### src/rtl/sdram_pkg.sv
// sdram_pkg: SDRAM command encodings, controller FSM states, field indices.
// Shared by the init/refresh sequencer and its refresh timer.
package sdram_pkg;

  // {cs_n, ras_n, cas_n, we_n}
  localparam logic [3:0] CMD_INHIBIT = 4'b1111;
  localparam logic [3:0] CMD_NOP     = 4'b0111;
  localparam logic [3:0] CMD_PRE     = 4'b0010;
  localparam logic [3:0] CMD_REF     = 4'b0001;
  localparam logic [3:0] CMD_MRS     = 4'b0000;

  localparam int A10 = 10;
  localparam int WCNT_W = 15;

  localparam int PEND_W = 4;
  localparam logic [PEND_W-1:0] PEND_MAX = 4'd8;

  typedef enum logic [3:0] {
    S_PWRUP,
    S_PRE,
    S_WAIT_RP,
    S_IREF,
    S_WAIT_RFC,
    S_MRS,
    S_WAIT_MRD,
    S_IDLE,
    S_RPRE,
    S_RWAIT_RP,
    S_RREF,
    S_RWAIT_RFC
  } state_e;

  function automatic logic [12:0] pre_all_addr();
    logic [12:0] a;
    a = '0;
    a[A10] = 1'b1;
    return a;
  endfunction

endpackage

### src/rtl/sdram_refresh_timer.sv
// sdram_refresh_timer: refresh interval counter plus pending-refresh counter.
// Ports: sys_clk, rst_n; run_i enables the interval counter; issue_i marks an
//   AUTO REFRESH on the bus; pend_nz_o = refreshes owed; overflow_o sticky.
module sdram_refresh_timer
  import sdram_pkg::*;
#(
  parameter int REF_INTERVAL = 780
) (
  input  logic sys_clk,
  input  logic rst_n,
  input  logic run_i,
  input  logic issue_i,
  output logic pend_nz_o,
  output logic overflow_o
);

  localparam int IW = $clog2(REF_INTERVAL + 1);
  localparam logic [IW-1:0] RELOAD = IW'(REF_INTERVAL - 1);

  logic [IW-1:0]     ivl_q, ivl_d;
  logic [PEND_W-1:0] pend_q, pend_d;
  logic              ovf_q, ovf_d;
  logic              tick;

  assign tick = run_i && (ivl_q == '0);

  // A tick and an issue in the same cycle cancel out.
  always_comb begin
    ivl_d  = ivl_q;
    pend_d = pend_q;
    ovf_d  = ovf_q;
    if (run_i) begin
      ivl_d = tick ? RELOAD : ivl_q - 1'b1;
    end
    if (tick && !issue_i) begin
      if (pend_q == PEND_MAX) begin
        ovf_d = 1'b1;
      end else begin
        pend_d = pend_q + 1'b1;
      end
    end else if (issue_i && !tick && pend_q != '0) begin
      pend_d = pend_q - 1'b1;
    end
  end

  always_ff @(posedge sys_clk or negedge rst_n) begin
    if (!rst_n) begin
      ivl_q  <= RELOAD;
      pend_q <= '0;
      ovf_q  <= 1'b0;
    end else begin
      ivl_q  <= ivl_d;
      pend_q <= pend_d;
      ovf_q  <= ovf_d;
    end
  end

  assign pend_nz_o  = (pend_q != '0);
  assign overflow_o = ovf_q;

endmodule

### src/rtl/sdram_init_refresh.sv
// sdram_init_refresh: SDRAM power-up sequence then arbitrated periodic refresh.
// Ports: sys_clk, rst_n, ref_ack in; sdr_cke/cmd/addr/ba command bus, bus_own,
//   init_done, ref_req, ref_done, ref_overflow out. All outputs registered.
module sdram_init_refresh
  import sdram_pkg::*;
#(
  parameter int          PWRUP_CYC    = 20000,
  parameter int          T_RP         = 2,
  parameter int          T_RFC        = 7,
  parameter int          T_MRD        = 2,
  parameter int          INIT_REFS    = 8,
  parameter int          REF_INTERVAL = 780,
  parameter logic [12:0] MODE_REG     = 13'h032
) (
  input  logic        sys_clk,
  input  logic        rst_n,
  input  logic        ref_ack,
  output logic        sdr_cke,
  output logic [3:0]  sdr_cmd,
  output logic [12:0] sdr_addr,
  output logic [1:0]  sdr_ba,
  output logic        bus_own,
  output logic        init_done,
  output logic        ref_req,
  output logic        ref_done,
  output logic        ref_overflow
);

  // Wait states last T-1 cycles; the next command lands on cycle T.
  localparam logic [WCNT_W-1:0] PWRUP_LIM = WCNT_W'(PWRUP_CYC);
  localparam logic [WCNT_W-1:0] RP_LD     = WCNT_W'(T_RP - 2);
  localparam logic [WCNT_W-1:0] RFC_LD    = WCNT_W'(T_RFC - 2);
  localparam logic [WCNT_W-1:0] MRD_LD    = WCNT_W'(T_MRD - 2);

  localparam int IRW = $clog2(INIT_REFS + 1);
  localparam logic [IRW-1:0] IREF_N = IRW'(INIT_REFS);

  state_e            state_q;
  logic [WCNT_W-1:0] cnt_q;
  logic [IRW-1:0]    iref_q;

  logic        cke_q;
  logic [3:0]  cmd_q;
  logic [12:0] addr_q;
  logic [1:0]  ba_q;
  logic        own_q;
  logic        done_q;
  logic        req_q;
  logic        rdone_q;

  logic ref_issue;
  logic pend_nz;
  logic ovf;

  // Same condition that moves the FSM into RREF.
  assign ref_issue = (state_q == S_RWAIT_RP) && (cnt_q == '0);

  sdram_refresh_timer #(
    .REF_INTERVAL(REF_INTERVAL)
  ) u_timer (
    .sys_clk   (sys_clk),
    .rst_n     (rst_n),
    .run_i     (done_q),
    .issue_i   (ref_issue),
    .pend_nz_o (pend_nz),
    .overflow_o(ovf)
  );

  always_ff @(posedge sys_clk or negedge rst_n) begin
    if (!rst_n) begin
      state_q <= S_PWRUP;
      cnt_q   <= '0;
      iref_q  <= '0;
      cke_q   <= 1'b0;
      cmd_q   <= CMD_INHIBIT;
      addr_q  <= '0;
      ba_q    <= '0;
      own_q   <= 1'b1;
      done_q  <= 1'b0;
      req_q   <= 1'b0;
      rdone_q <= 1'b0;
    end else begin
      cmd_q   <= CMD_NOP;
      addr_q  <= '0;
      ba_q    <= '0;
      rdone_q <= 1'b0;
      req_q   <= 1'b0;
      unique case (state_q)
        S_PWRUP: begin
          cke_q <= 1'b1;
          if (cnt_q == PWRUP_LIM) begin
            state_q <= S_PRE;
            cmd_q   <= CMD_PRE;
            addr_q  <= pre_all_addr();
          end else begin
            cnt_q <= cnt_q + 1'b1;
          end
        end
        S_PRE: begin
          state_q <= S_WAIT_RP;
          cnt_q   <= RP_LD;
        end
        S_WAIT_RP: begin
          if (cnt_q == '0) begin
            state_q <= S_IREF;
            cmd_q   <= CMD_REF;
            iref_q  <= iref_q + 1'b1;
          end else begin
            cnt_q <= cnt_q - 1'b1;
          end
        end
        S_IREF: begin
          state_q <= S_WAIT_RFC;
          cnt_q   <= RFC_LD;
        end
        S_WAIT_RFC: begin
          if (cnt_q == '0) begin
            if (iref_q == IREF_N) begin
              state_q <= S_MRS;
              cmd_q   <= CMD_MRS;
              addr_q  <= MODE_REG;
            end else begin
              state_q <= S_IREF;
              cmd_q   <= CMD_REF;
              iref_q  <= iref_q + 1'b1;
            end
          end else begin
            cnt_q <= cnt_q - 1'b1;
          end
        end
        S_MRS: begin
          state_q <= S_WAIT_MRD;
          cnt_q   <= MRD_LD;
        end
        S_WAIT_MRD: begin
          if (cnt_q == '0) begin
            state_q <= S_IDLE;
            done_q  <= 1'b1;
            own_q   <= 1'b0;
          end else begin
            cnt_q <= cnt_q - 1'b1;
          end
        end
        S_IDLE: begin
          if (req_q && ref_ack) begin
            state_q <= S_RPRE;
            cmd_q   <= CMD_PRE;
            addr_q  <= pre_all_addr();
            own_q   <= 1'b1;
          end else begin
            req_q <= pend_nz;
          end
        end
        S_RPRE: begin
          state_q <= S_RWAIT_RP;
          cnt_q   <= RP_LD;
        end
        S_RWAIT_RP: begin
          if (cnt_q == '0) begin
            state_q <= S_RREF;
            cmd_q   <= CMD_REF;
          end else begin
            cnt_q <= cnt_q - 1'b1;
          end
        end
        S_RREF: begin
          state_q <= S_RWAIT_RFC;
          cnt_q   <= RFC_LD;
        end
        S_RWAIT_RFC: begin
          if (cnt_q == '0) begin
            state_q <= S_IDLE;
            rdone_q <= 1'b1;
            own_q   <= 1'b0;
          end else begin
            cnt_q <= cnt_q - 1'b1;
          end
        end
        default: begin
          state_q <= S_PWRUP;
          cnt_q   <= '0;
        end
      endcase
    end
  end

  assign sdr_cke      = cke_q;
  assign sdr_cmd      = cmd_q;
  assign sdr_addr     = addr_q;
  assign sdr_ba       = ba_q;
  assign bus_own      = own_q;
  assign init_done    = done_q;
  assign ref_req      = req_q;
  assign ref_done     = rdone_q;
  assign ref_overflow = ovf;

endmodule
### config.mk
export PLATFORM = sky130hd
export DESIGN_NAME = sdram_init_refresh
export DESIGN_NICKNAME = d
export VERILOG_FILES = /design/src/rtl/sdram_pkg.sv /design/src/rtl/sdram_refresh_timer.sv /design/src/rtl/sdram_init_refresh.sv
export SDC_FILE = /design/constraint.sdc
export NUM_CORES = 1
export LEC_CHECK = 0
export ABC_AREA = 1
export CAP_MARGIN = 40
export CORE_ASPECT_RATIO = 1.75
export CORE_MARGIN = 4
export CORE_UTILIZATION = 57
export DETAILED_ROUTE_END_ITERATION = 8
export PLACE_DENSITY = 0.86
export SYNTH_ARGS = -nofsm -noshare
export SYNTH_HDL_FRONTEND = slang
export SYNTH_HIERARCHICAL = 1
export SYNTH_SLANG_ARGS = --single-unit
### constraint.sdc
create_clock -name sys_clk -period 5.21 [get_ports sys_clk]
set_clock_uncertainty 0.2 [all_clocks]
set_input_delay 0.521 -clock sys_clk [delete_from_list [all_inputs] [get_ports sys_clk]]
set_output_delay 0.521 -clock sys_clk [all_outputs]
set_load 0.05 [all_outputs]
# ---- Word level (Yosys, flattened, before mapping)
# Index checks and enable logic that the tools add are counted.
dict set report op_classes {
  add_sub_neg 6
  n_eq_ne 24
  n_mux 37
  n_bitwise 1
  n_reduce_logical 26
}
# cell n
set ops {}
lappend ops {{$pmux W15 S4} 1}
lappend ops {{$mux W4} 12}
lappend ops {{$pmux W4 S11} 1}
lappend ops {{$pmux W11 S3} 1}
lappend ops {{$mux W15} 2}
lappend ops {{$eq A4 B4 Y1 const B} 6}
lappend ops {{$mux W11} 2}
lappend ops {{$eq A4 B3 Y1 const B} 4}
lappend ops {{$ne A2 B2 Y1 const B} 8}
lappend ops {{$add A15 B1 Y15 const B} 1}
lappend ops {{$eq A15 B15 Y1 const B} 1}
lappend ops {{$logic_not A15 Y1} 1}
lappend ops {{$mux W3} 5}
lappend ops {{$sub A15 B1 Y15 const B} 1}
lappend ops {{$mux W6} 2}
lappend ops {{$pmux W3 S4} 1}
lappend ops {{$logic_not A10 Y1} 1}
lappend ops {{$mux W10} 1}
lappend ops {{$sub A10 B1 Y10 const B} 1}
lappend ops {{$add A4 B1 Y4 const B} 2}
lappend ops {{$eq A4 B2 Y1 const B} 2}
lappend ops {{$pmux W4 S2} 1}
lappend ops {{$mux W1} 7}
lappend ops {{$logic_and A1 B1 Y1} 6}
lappend ops {{other kinds (15)} 24}
dict set report totals {
  ff_bits 60
  input_bits 3
  out_inout_bits 25
  wordCells 107
}

# ---- Longest topological paths before layout
# Gate-level depths: netlist (run 1).
dict set report depth {
  ltp_word 7
  mapped_depth 16
  ltp_nobuf 16
}

# ---- Cells and area by module
# The synthesis (run 1) kept the hierarchy.
# module instances cells_each area_each_um2 seq_area_each_um2
set modules_own_cells {}
lappend modules_own_cells {sdram_init_refresh 1 357 2585.0 857.1}
lappend modules_own_cells {sdram_refresh_timer 1 104 908.4 381.6}

# ---- Worst setup path after synthesis (run 1)
# Ideal clock, no wire load.
dict set report synth_timing {
  path_type {flip-flop to flip-flop}
  start {reg state_q[3]}
  end {reg cnt_q[14]}
  setup_ns 0.117
  arrival_time_ns 2.110
  required_time_ns 4.893
  path_slack_ns 2.783
  path_stages_with_launch 17
  n_path_buf 0
  synth_period_minus_slack_ns 2.427
  cell_sequence {dfrtp_1 -> inv_2 -> nand2_1 -> nor2_2 -> nor2_4 -> nand3_4 -> fa_1 -> nand3_1 -> nand3_1 -> nand2_1 -> nand2_1 -> nand2_1 -> nand2_1 -> inv_1 -> nand2_1 -> nand3_1 -> nand2_1}
}
dict set report synth_between {
  elab_chain_cells 4
  elab_cells_between_ends 16
  classes_between {eq/ne: 10; mux: 1; bitwise: 1; reduce/logical: 4}
}
# item line
set synth_rtl {}
lappend synth_rtl {{start: declaration} sdram_init_refresh.sv:38} ;# state_e state_q;
lappend synth_rtl {{start signal: assignment} sdram_init_refresh.sv:71} ;# state_q <= S_PWRUP;
lappend synth_rtl {{start signal: assignment} sdram_init_refresh.sv:92} ;# state_q <= S_PRE;
lappend synth_rtl {{start signal: assignment} sdram_init_refresh.sv:100} ;# state_q <= S_WAIT_RP;
lappend synth_rtl {{$eq A4 B4 Y1, or another cell as far along} sdram_init_refresh.sv:88} ;# unique case (state_q)
lappend synth_rtl {{$reduce_or A5 Y1 (no source line)} -}
lappend synth_rtl {{$ne A2 B2 Y1 (no source line)} -}
lappend synth_rtl {{$reduce_and A3 Y1 (no source line)} -}
lappend synth_rtl {{end signal: assignment} sdram_init_refresh.sv:96} ;# cnt_q <= cnt_q + 1'b1;
lappend synth_rtl {{end signal: assignment} sdram_init_refresh.sv:109} ;# cnt_q <= cnt_q - 1'b1;
lappend synth_rtl {{end signal: assignment} sdram_init_refresh.sv:128} ;# cnt_q <= cnt_q - 1'b1;
lappend synth_rtl {{end: declaration} sdram_init_refresh.sv:39} ;# logic [WCNT_W-1:0] cnt_q;
# Parallel ways exist; a longest one is shown, timed or not.
# A chain may end at the register's enable or synchronous reset.

# ---- Final worst setup path (run 1)
dict set report layout_timing {
  start {reg state_q[1]}
  end {reg cnt_q[8]}
}
# Same word-level chain as after synthesis.

==> results, run 1 <==
- The critical path data arrival time is 2.92 ns.
- Along the worst path, the maximum fanout reaches 20.
- CTS built an H-tree with a depth of 2.
- After legalization and detailed placement, the total HPWL measured 6.09 mm.
- The count of synthesis-stage warnings from yosys is 6.
- The number of unique standard cell types used by synthesis is 42.
- Synthesis produced 461 cells.
- The register area is 1240 um^2.
- The pin count of the biggest net entering global routing is 31.
- The DRC violation count after routing is 0.
- After clock tree synthesis, the clock-pin slew on the worst setup and hold paths is 0.09 ns.
- The initial antenna violation count is 0.
- Fill cells in the final layout number 534.
- The post-CTS setup-driven buffer insertion count is 0.
- The power density over the cells is 165 nW/um^2.
- The I/O pin total is 28.
- The share of the cycle needed by the critical path after routing is 56.5%.
- The pin slew with the least headroom to its limit is 0.516 ns.
- The highest clock frequency the design can meet is 340 MHz.
- Setup slack on the worst reg-to-reg path comes out at 2.27 ns.
- In this design, the largest share of critical-path delay is due to simple AND/OR/NAND/NOR gates.
- The horizontal die dimension is 67.2 um.
- The number of vias after detailed routing is 2,985.
- Port buffering added 16 buffers.
- The worst register-to-register path begins at state_q[1]$_DFFE_PN0P_.
- Summing all multi-input logic gate instances after layout gives 1970 um^2.
- The setup path with the least slack is of type flip-flop to flip-flop.
- The relative max-transition margin is 65.5%.
- The final-report max-slew violation count is 0.
- Across the VDD grid, the largest voltage drop is 0.151 mV.
- The standard cell core area is 5930 um^2.
- Summing the sequential cell areas from Yosys gives 35.5% of the chip area.
- For this design the static power due to leakage is 1.92 nW.
- The startpoint identified for the worst hold timing path is u_timer/overflow_o$_DFFE_PN0P_.
- The clock period minus worst slack is 2.94 ns.
- Counting flops and latches in the post-synthesis netlist gives 49.
- Setup repair after global routing left no endpoint under its margin.
- The latest clock arrival within the worst-skew pair is 0.30 ns.
- The xor/xnor share of the synthesized area is 3.26%.
- After routing, the total negative slack on setup checks comes to 0 ns.
- Setup violations remaining at the end of the flow were counted as 0.
- The path type of the worst min-delay path is flip-flop to flip-flop.
- The required time of the worst setup path is 5.19 ns.
- After synthesis, the mean cell area works out to 7.58 um^2.
- The mean number of vias per cell is 5.31.
- The cell type of the slowest stage on the worst timing path is fa_1.
- From synthesis to final layout, the design area changed by 8.52%.
- The total clock buffers created by CTS is 5.
- In this run the cell area of the synthesized design comes to 3490 um^2.
- Counting flops with an async set or reset pin after synthesis yields a share of 100%.
- Tracing the worst setup path back leads to its startpoint at state_q[1]$_DFFE_PN0P_.
- The full die area is 7490 um^2.
- The total power draw is 0.625 mW.
- The number of nets with antenna violations after detailed routing is 0.
- The library cell used most frequently in the layout, excluding fill and tap cells, is nand2_1.
- The tightest hold path in the finished design has a slack of 0.289 ns.
- The TritonCTS clock tree is built.
- On the worst path, the slowest cell contributes a delay of 0.53 ns.
- The post-route netlist has 11.6% of its cells at a drive strength greater than 1.
- The type of element launching the critical path is a flip-flop.
- The detailed router finished its first iteration with 114 violations.
- STA classifies the critical path endpoint as a flip-flop.
- The number of sinks handled by clock tree synthesis is 49.
- The count of max-cap constraint violations is 0.
- The critical path goes through inv_1 > nand2_1 > nor2_1 > nor2_2 > nand3_4 > fa_1 > nand3_1 > nand3_1 > a21oi_1 > xor2_1 > o21ai_1.
- In the synthesized netlist, mux cells make up 0% of the area.
- Leaving out fill and tap cells, the most frequent cells in the layout are nand2_1 (124), inv_1 (50), nor2_1 (44), nand3_1 (39), dfrtp_1 (39).
- The number of flops mapped to enable cells by yosys is 0.
- The worst path buffer plus inverter count is 1.
- The die extent in y is 112 um.
- The synthesized netlist devotes 9.03% of its cell area to adder and majority cells.
- The fraction of the mapped netlist area in simple logic gates is 33.9%.
- The floorplan has 37 rows.
- After global routing the overflow that remains totals 0.
- In the final routed layout, each cell accounts on average for 13.3 um.
- The net count of the finished layout is 510.
- The main flop type after synthesis is dfrtp_1.
- The post-synthesis compound-gate area fraction is 8.81%.
- The via count of the first global-routing pass came to 3,055.
- The routability-driven placement congestion ratio is 0.958.
- The flow ran to the end, and the final reports show no timing, DRC or antenna violations.
- The global-route wire length before repair is 13.1 mm.
- For this configuration, the core starts out at a cell density of 59.0%.
- 0 antenna diodes ended up in the layout.
- The total detailed-routing wirelength is 7.48 mm.
- Counting along the longest clock path gives a buffer depth of 2.
- After synthesis, the largest family of logic cells by area is simple AND/OR/NAND/NOR gates.
- The root buffer cell chosen for the clock tree is clkbuf_8.
- The hold violation count in the final report came to 0.
- In the global route stage, overall resource usage came out at 22.2%.
- The number of search-and-repair iterations in the first detailed-routing pass is 4.
- The most frequent cell on the critical path is nand3_1.
-- metrics by stage --
stage	setup slack (ns)	area (um^2)	std cells	util [%]
floorplan	2.78	3530	472	-
global placement	2.35	3680	552	62.1
detailed placement	2.31	3700	553	62.4
CTS	2.28	3790	562	64.0
global route	2.12	3790	562	64.0
finish	2.27	3790	562	64.0
-- per-layer routing --
| metal | vias up | track usage (%) | routed length [um] |
|---|---|---|---|
| met1 | 1394 | 23.5 | 2810 |
| li1 | 1495 | - | - |
| met3 | 29 | 1.92 | 197 |
| met4 | 0 | 15.7 | 374 |
| met5 | - | 0 | 0 |
| met2 | 67 | 39.3 | 4100 |
-- layout make-up --
class                      count  share of cell area (%)
clock buffer                   6                    1.91
clock inverter                 2                   0.264
inverter                      59                    5.84
multi-input combinational    350                    51.8
sequential                    49                    32.7
tap                           78                    2.57
timing repair buffer          18                    4.88
-- sequential cells by signal, summed over array words and instances, names as in the netlist --
| register | count |
|---|---|
| u_timer/overflow_o | 1 |
| iref_q | 4 |
| u_timer/ivl_q | 10 |
| state_q | 4 |
| ref_done | 1 |
| bus_own | 1 |
| sdr_cmd | 4 |
| init_done | 1 |
| ref_req | 1 |
| cnt_q | 15 |
| sdr_addr | 2 |
| sdr_cke | 1 |
| u_timer/pend_q | 4 |
-- synth_stat cells (9+ instances only) --
| library cell | instances | area share (%) |
|---|---|---|
| o21ai_1 | 10 | 1.4 |
| a21oi_1 | 21 | 3.0 |
| o21ai_0 | 14 | 2.0 |
| inv_1 | 50 | 5.4 |
| nand3_1 | 39 | 5.6 |
| nor2_1 | 44 | 4.7 |
| dfstp_2 | 10 | 7.5 |
| buf_4 | 13 | 2.8 |
| dfrtp_1 | 39 | 28 |
| nand2_1 | 124 | 13 |
| inv_2 | 9 | 0.97 |
| ha_1 | 22 | 7.9 |
-- path summary, 6_finish.rpt --
path / to / depth (start not counted)
max in group asynchronous: u_timer/ivl_q[3]$_DFFE_PN1P_ / 3
worst min-delay path: u_timer/overflow_o$_DFFE_PN0P_ / 1
worst max-delay path: cnt_q[8]$_DFFE_PN0P_ / 11
min in group asynchronous: state_q[0]$_DFFE_PN0P_ / 2
worst min register to register: u_timer/overflow_o$_DFFE_PN0P_ / 1
worst max register to register: cnt_q[8]$_DFFE_PN0P_ / 11
-- what timing repair did --
item | 4_1_cts | 5_1_grt
hold buffers | 1 | 0
resized for setup | 0 | 0
hold endpoints to repair | 18 | 0
-- cell families (layout without fill, tap and decap cells) --
family	after synthesis	count (layout)
compound gates	56	56
fa+ha+maj	24	24
other cells	1	12
buf+inv	73	85
flops	49	49
xor+xnor	13	13
simple gates	245	245
-- power breakdown --
group | switching (mW) | leakage, nW | internal (mW) | total [mW]
Combinational | 0.0265 | 1.25 | 0.00357 | 0.0300
Clock | 0.121 | 0.0450 | 0.0932 | 0.214
Sequential | 0.0000729 | 0.629 | 0.381 | 0.381
Note: power is estimated with default switching activity, not from simulation.
==> inputs of run 2 (changes only) <==
--- a/config.mk
+++ b/config.mk
@@ -9,9 +9,9 @@
 export CAP_MARGIN = 40
 export CORE_ASPECT_RATIO = 1.75
 export CORE_MARGIN = 4
-export CORE_UTILIZATION = 57
+export CORE_UTILIZATION = 53
 export DETAILED_ROUTE_END_ITERATION = 8
-export PLACE_DENSITY = 0.86
+export PLACE_DENSITY = 0.85
 export SYNTH_ARGS = -nofsm -noshare
 export SYNTH_HDL_FRONTEND = slang
 export SYNTH_HIERARCHICAL = 1
==> constraint.sdc (replaced) <==
create_clock -name sys_clk -period 2.51 [get_ports sys_clk]
set_clock_uncertainty 0.2 [all_clocks]
set_input_delay 0.251 -clock sys_clk [delete_from_list [all_inputs] [get_ports sys_clk]]
set_output_delay 0.251 -clock sys_clk [all_outputs]
set_load 0.05 [all_outputs]
==> run 2 against run 1 <==
Net effect: the flow now finishes with violations (setup timing); cell area increased by 25%; utilization is 11 points higher; hold slack got worse by 0.0088 ns; worst setup slack worse by 2.5 ns; sequential share of layout area fell by 6.5 points; combinational power grew 99%; clock power rose to 2.7 times the previous value; largest power group unchanged.
==> results, run 2 (synthesized netlist as in run 1, its figures left out) <==
- The capture point of the critical path is u_timer/pend_q[3]$_DFFE_PN0P_.
- The TritonCTS clock tree is built.
- In this run the remaining antenna-violating nets after routing total 0.
- The final-report max-slew violation count is 0.
- The relative max-transition margin is 60.2%.
- After layout, the worst setup slack is -0.232 ns.
- The half-perimeter wire length after placement is 6.31 mm.
- The iteration-0 DRC count of the detailed router is 518.
- The register with the most flip-flops in the final layout is cnt_q.
- The latest clock arrival within the worst-skew pair is 0.31 ns.
- The final reports fail on setup timing.
- The fraction of final layout cells sized beyond drive strength 1 is 35.2%.
- The maximum ir drop on the vdd rail is 0.230 mV.
- The count of input and output buffers is 16.
- The startpoint of the tightest hold check path is u_timer/overflow_o$_DFFE_PN0P_.
- The die is 69.4 um wide.
- The die covers 8010 um^2.
- The path type of the worst setup path is flip-flop to flip-flop.
- The area growth from synthesis to layout is 36.1%.
- In the final layout, the multi-input gates occupy 2510 um^2.
- The register with the most flip-flops in the layout has 15 of them.
- The repair_antennas step left the layout with diodes totalling 0.
- The final count of negative-setup-slack endpoints is 9.
- The power density over the cells is 302 nW/um^2.
- The mean number of vias per cell is 5.89.
- The required time of the worst setup path is 2.49 ns.
- The initial antenna violation count is 0.
- The I/O pin total is 28.
- The analysis attributes to cell leakage a power of 2.31 nW.
- At the worst endpoint, the arrival time is 2.72 ns.
- For this configuration, the core starts out at a cell density of 55.2%.
- The routability-driven placement congestion ratio is 1.02.
- In the routed design, unresolved DRC markers number 0.
- The worst setup path is launched from a flip-flop.
- The worst register-to-register path ends at u_timer/pend_q[3]$_DFFE_PN0P_.
- The number of levels in the clock H-tree is 2.
- The worst reg-to-reg setup slack is -0.23 ns.
- In this run the core area contains 38 standard-cell rows.
- The flow ran to the end, but the final reports show violations.
- The largest fanout on the critical path is 5.
- The via count of the first global-routing pass was 3,448.
- At the end of the flow, the number of nets in the layout was 560.
- In this run the worst setup path begins at cnt_q[12]$_DFFE_PN0P_.
- The highest clock frequency the design can meet is 365 MHz.
- Leaving out fill and tap cells, the most frequent cells in the layout are nand2_1 (99), inv_1 (46), buf_4 (43), nor2_1 (34), dfrtp_1 (33).
- The first detailed-routing pass took 5 iterations.
- The clock-pin slew on the worst setup and hold paths is 0.08 ns.
- The number of sinks handled by clock tree synthesis is 49.
- The root buffer selected by CTS is clkbuf_8.
- The worst register-to-register path begins at cnt_q[12]$_DFFE_PN0P_.
- Counting the fill cells in the layout gives 381.
- Summing internal, switching and leakage power gives 1.44 mW.
- The clock period minus worst slack is 2.74 ns.
- The overflow left after global routing is 0.
- The pin slew with the least headroom to its limit is 0.598 ns.
- Dividing the detail-routed wire length by the instance count gives 17.6 um.
- The count of max-cap constraint violations is 0.
- For this block, the routed nets add up to 10.8 mm of wire.
- Setup repair after global routing could not meet its margin everywhere.
- The length in cells of the worst reg-to-reg path is 15.
- The total clock buffers created by CTS is 5.
- The combined global-route utilization of all metal layers is 23.6%.
- The pin count of the biggest net entering global routing is 50.
- In the final layout, the registers with the most flip-flops are cnt_q: 15 flops, u_timer/ivl_q: 10 flops.
- The hold violation count in the final report came to 0.
- The register area is 1250 um^2.
- The standard cell core area is 6320 um^2.
- After layout, the worst path uses 109% of the clock period.
- For this block, the via count after detailed routing is 3,616.
- On the final layout, the worst hold slack is 0.280 ns.
- The most common cell after layout, fill and taps aside is nand2_1.
- The global-route wire length before repair is 15.3 mm.
- The path type of the worst min-delay path is flip-flop to flip-flop.
- In this run the vertical extent of the chip is 115 um.
- The critical path endpoint category is a flip-flop.
- The worst-case clock buffer depth is 2.
-- run 2: cell types whose count changed in the layout (fill, tap and decap cells not counted), sizes merged --
cell,before,now
buf,2,49
bufinv,0,1
clkbuf,6,7
clkinv,2,0
nand3,44,47
-- run 2: critical path: stages, from the launching register on --
cell and delay (ns):
dfrtp_1 0.43, nor2_1 0.21, nand2_1 0.13, nor2_4 0.14, nand3_1 0.15, nor2_1 0.16, inv_1 0.12, nand2_4 0.12
ha_1 0.25, a21boi_1 0.15, nor2_1 0.14, inv_1 0.05, nand2_1 0.10, nand3_1 0.08, nand2_1 0.09, nand2_1 0.08
-- run 2: power breakdown --
part	total, mW	switching (mW)	internal, mW
combinational	0.0597	0.0544	0.00529
sequential	0.791	0.000207	0.791
clock	0.586	0.261	0.325
total	1.44	0.316	1.12
-- run 2: layout make-up --
cell class / instances / area share (%)
clock inverters: 1 / 0.632
inverters: 59 / 4.66
multi-input cells: 353 / 52.8
repair buffers: 65 / 11.8
well taps: 80 / 2.11
flip-flops and latches: 49 / 26.2
clock buffers: 7 / 1.82
-- run 2: how the worst min path moves through the flow --
stage               slack, ns  cells past startpoint                             end
finish                   0.28                      1  u_timer/overflow_o$_DFFE_PN0P_
global route             0.29                      1           iref_q[3]$_DFFE_PN0P_
CTS                      0.28                      1           iref_q[3]$_DFFE_PN0P_
detailed placement       0.18                      2           iref_q[1]$_DFFE_PN0P_
global placement         0.17                      2           iref_q[0]$_DFFE_PN0P_
floorplan               -0.24                      0            cnt_q[0]$_DFFE_PN0P_
-- run 2: per-stage QoR --
step	setup TNS [ns]	instance area, um^2	instances	util [%]	worst slack, ns
detailed placement	-1.30	3940	588	62.2	-0.298
global route	-1.82	4750	614	75.2	-0.312
global placement	-0.219	3940	588	62.2	-0.136
CTS	-0.0520	4280	601	67.7	-0.0491
floorplan	0	3530	472	-	0.0826
finish	-0.943	4750	614	75.2	-0.232
-- run 2: metal layers --
metal	vias up	wire length, um	GRT usage, %
li1	1609	-	-
met1	1717	3660	22.7
met2	222	5720	44.8
met3	68	618	3.15
met4	0	785	17.7
met5	-	0	0
-- run 2: what timing repair did --
action / 4_1_cts / 5_1_grt
pin swaps: 5 / 33
gates cloned: 2 / 1
gates resized for setup: 31 / 80
setup endpoints to repair: 12 / 13
hold buffers: 1 / 0
hold endpoints to repair: 39 / 0
setup buffers: 2 / 12
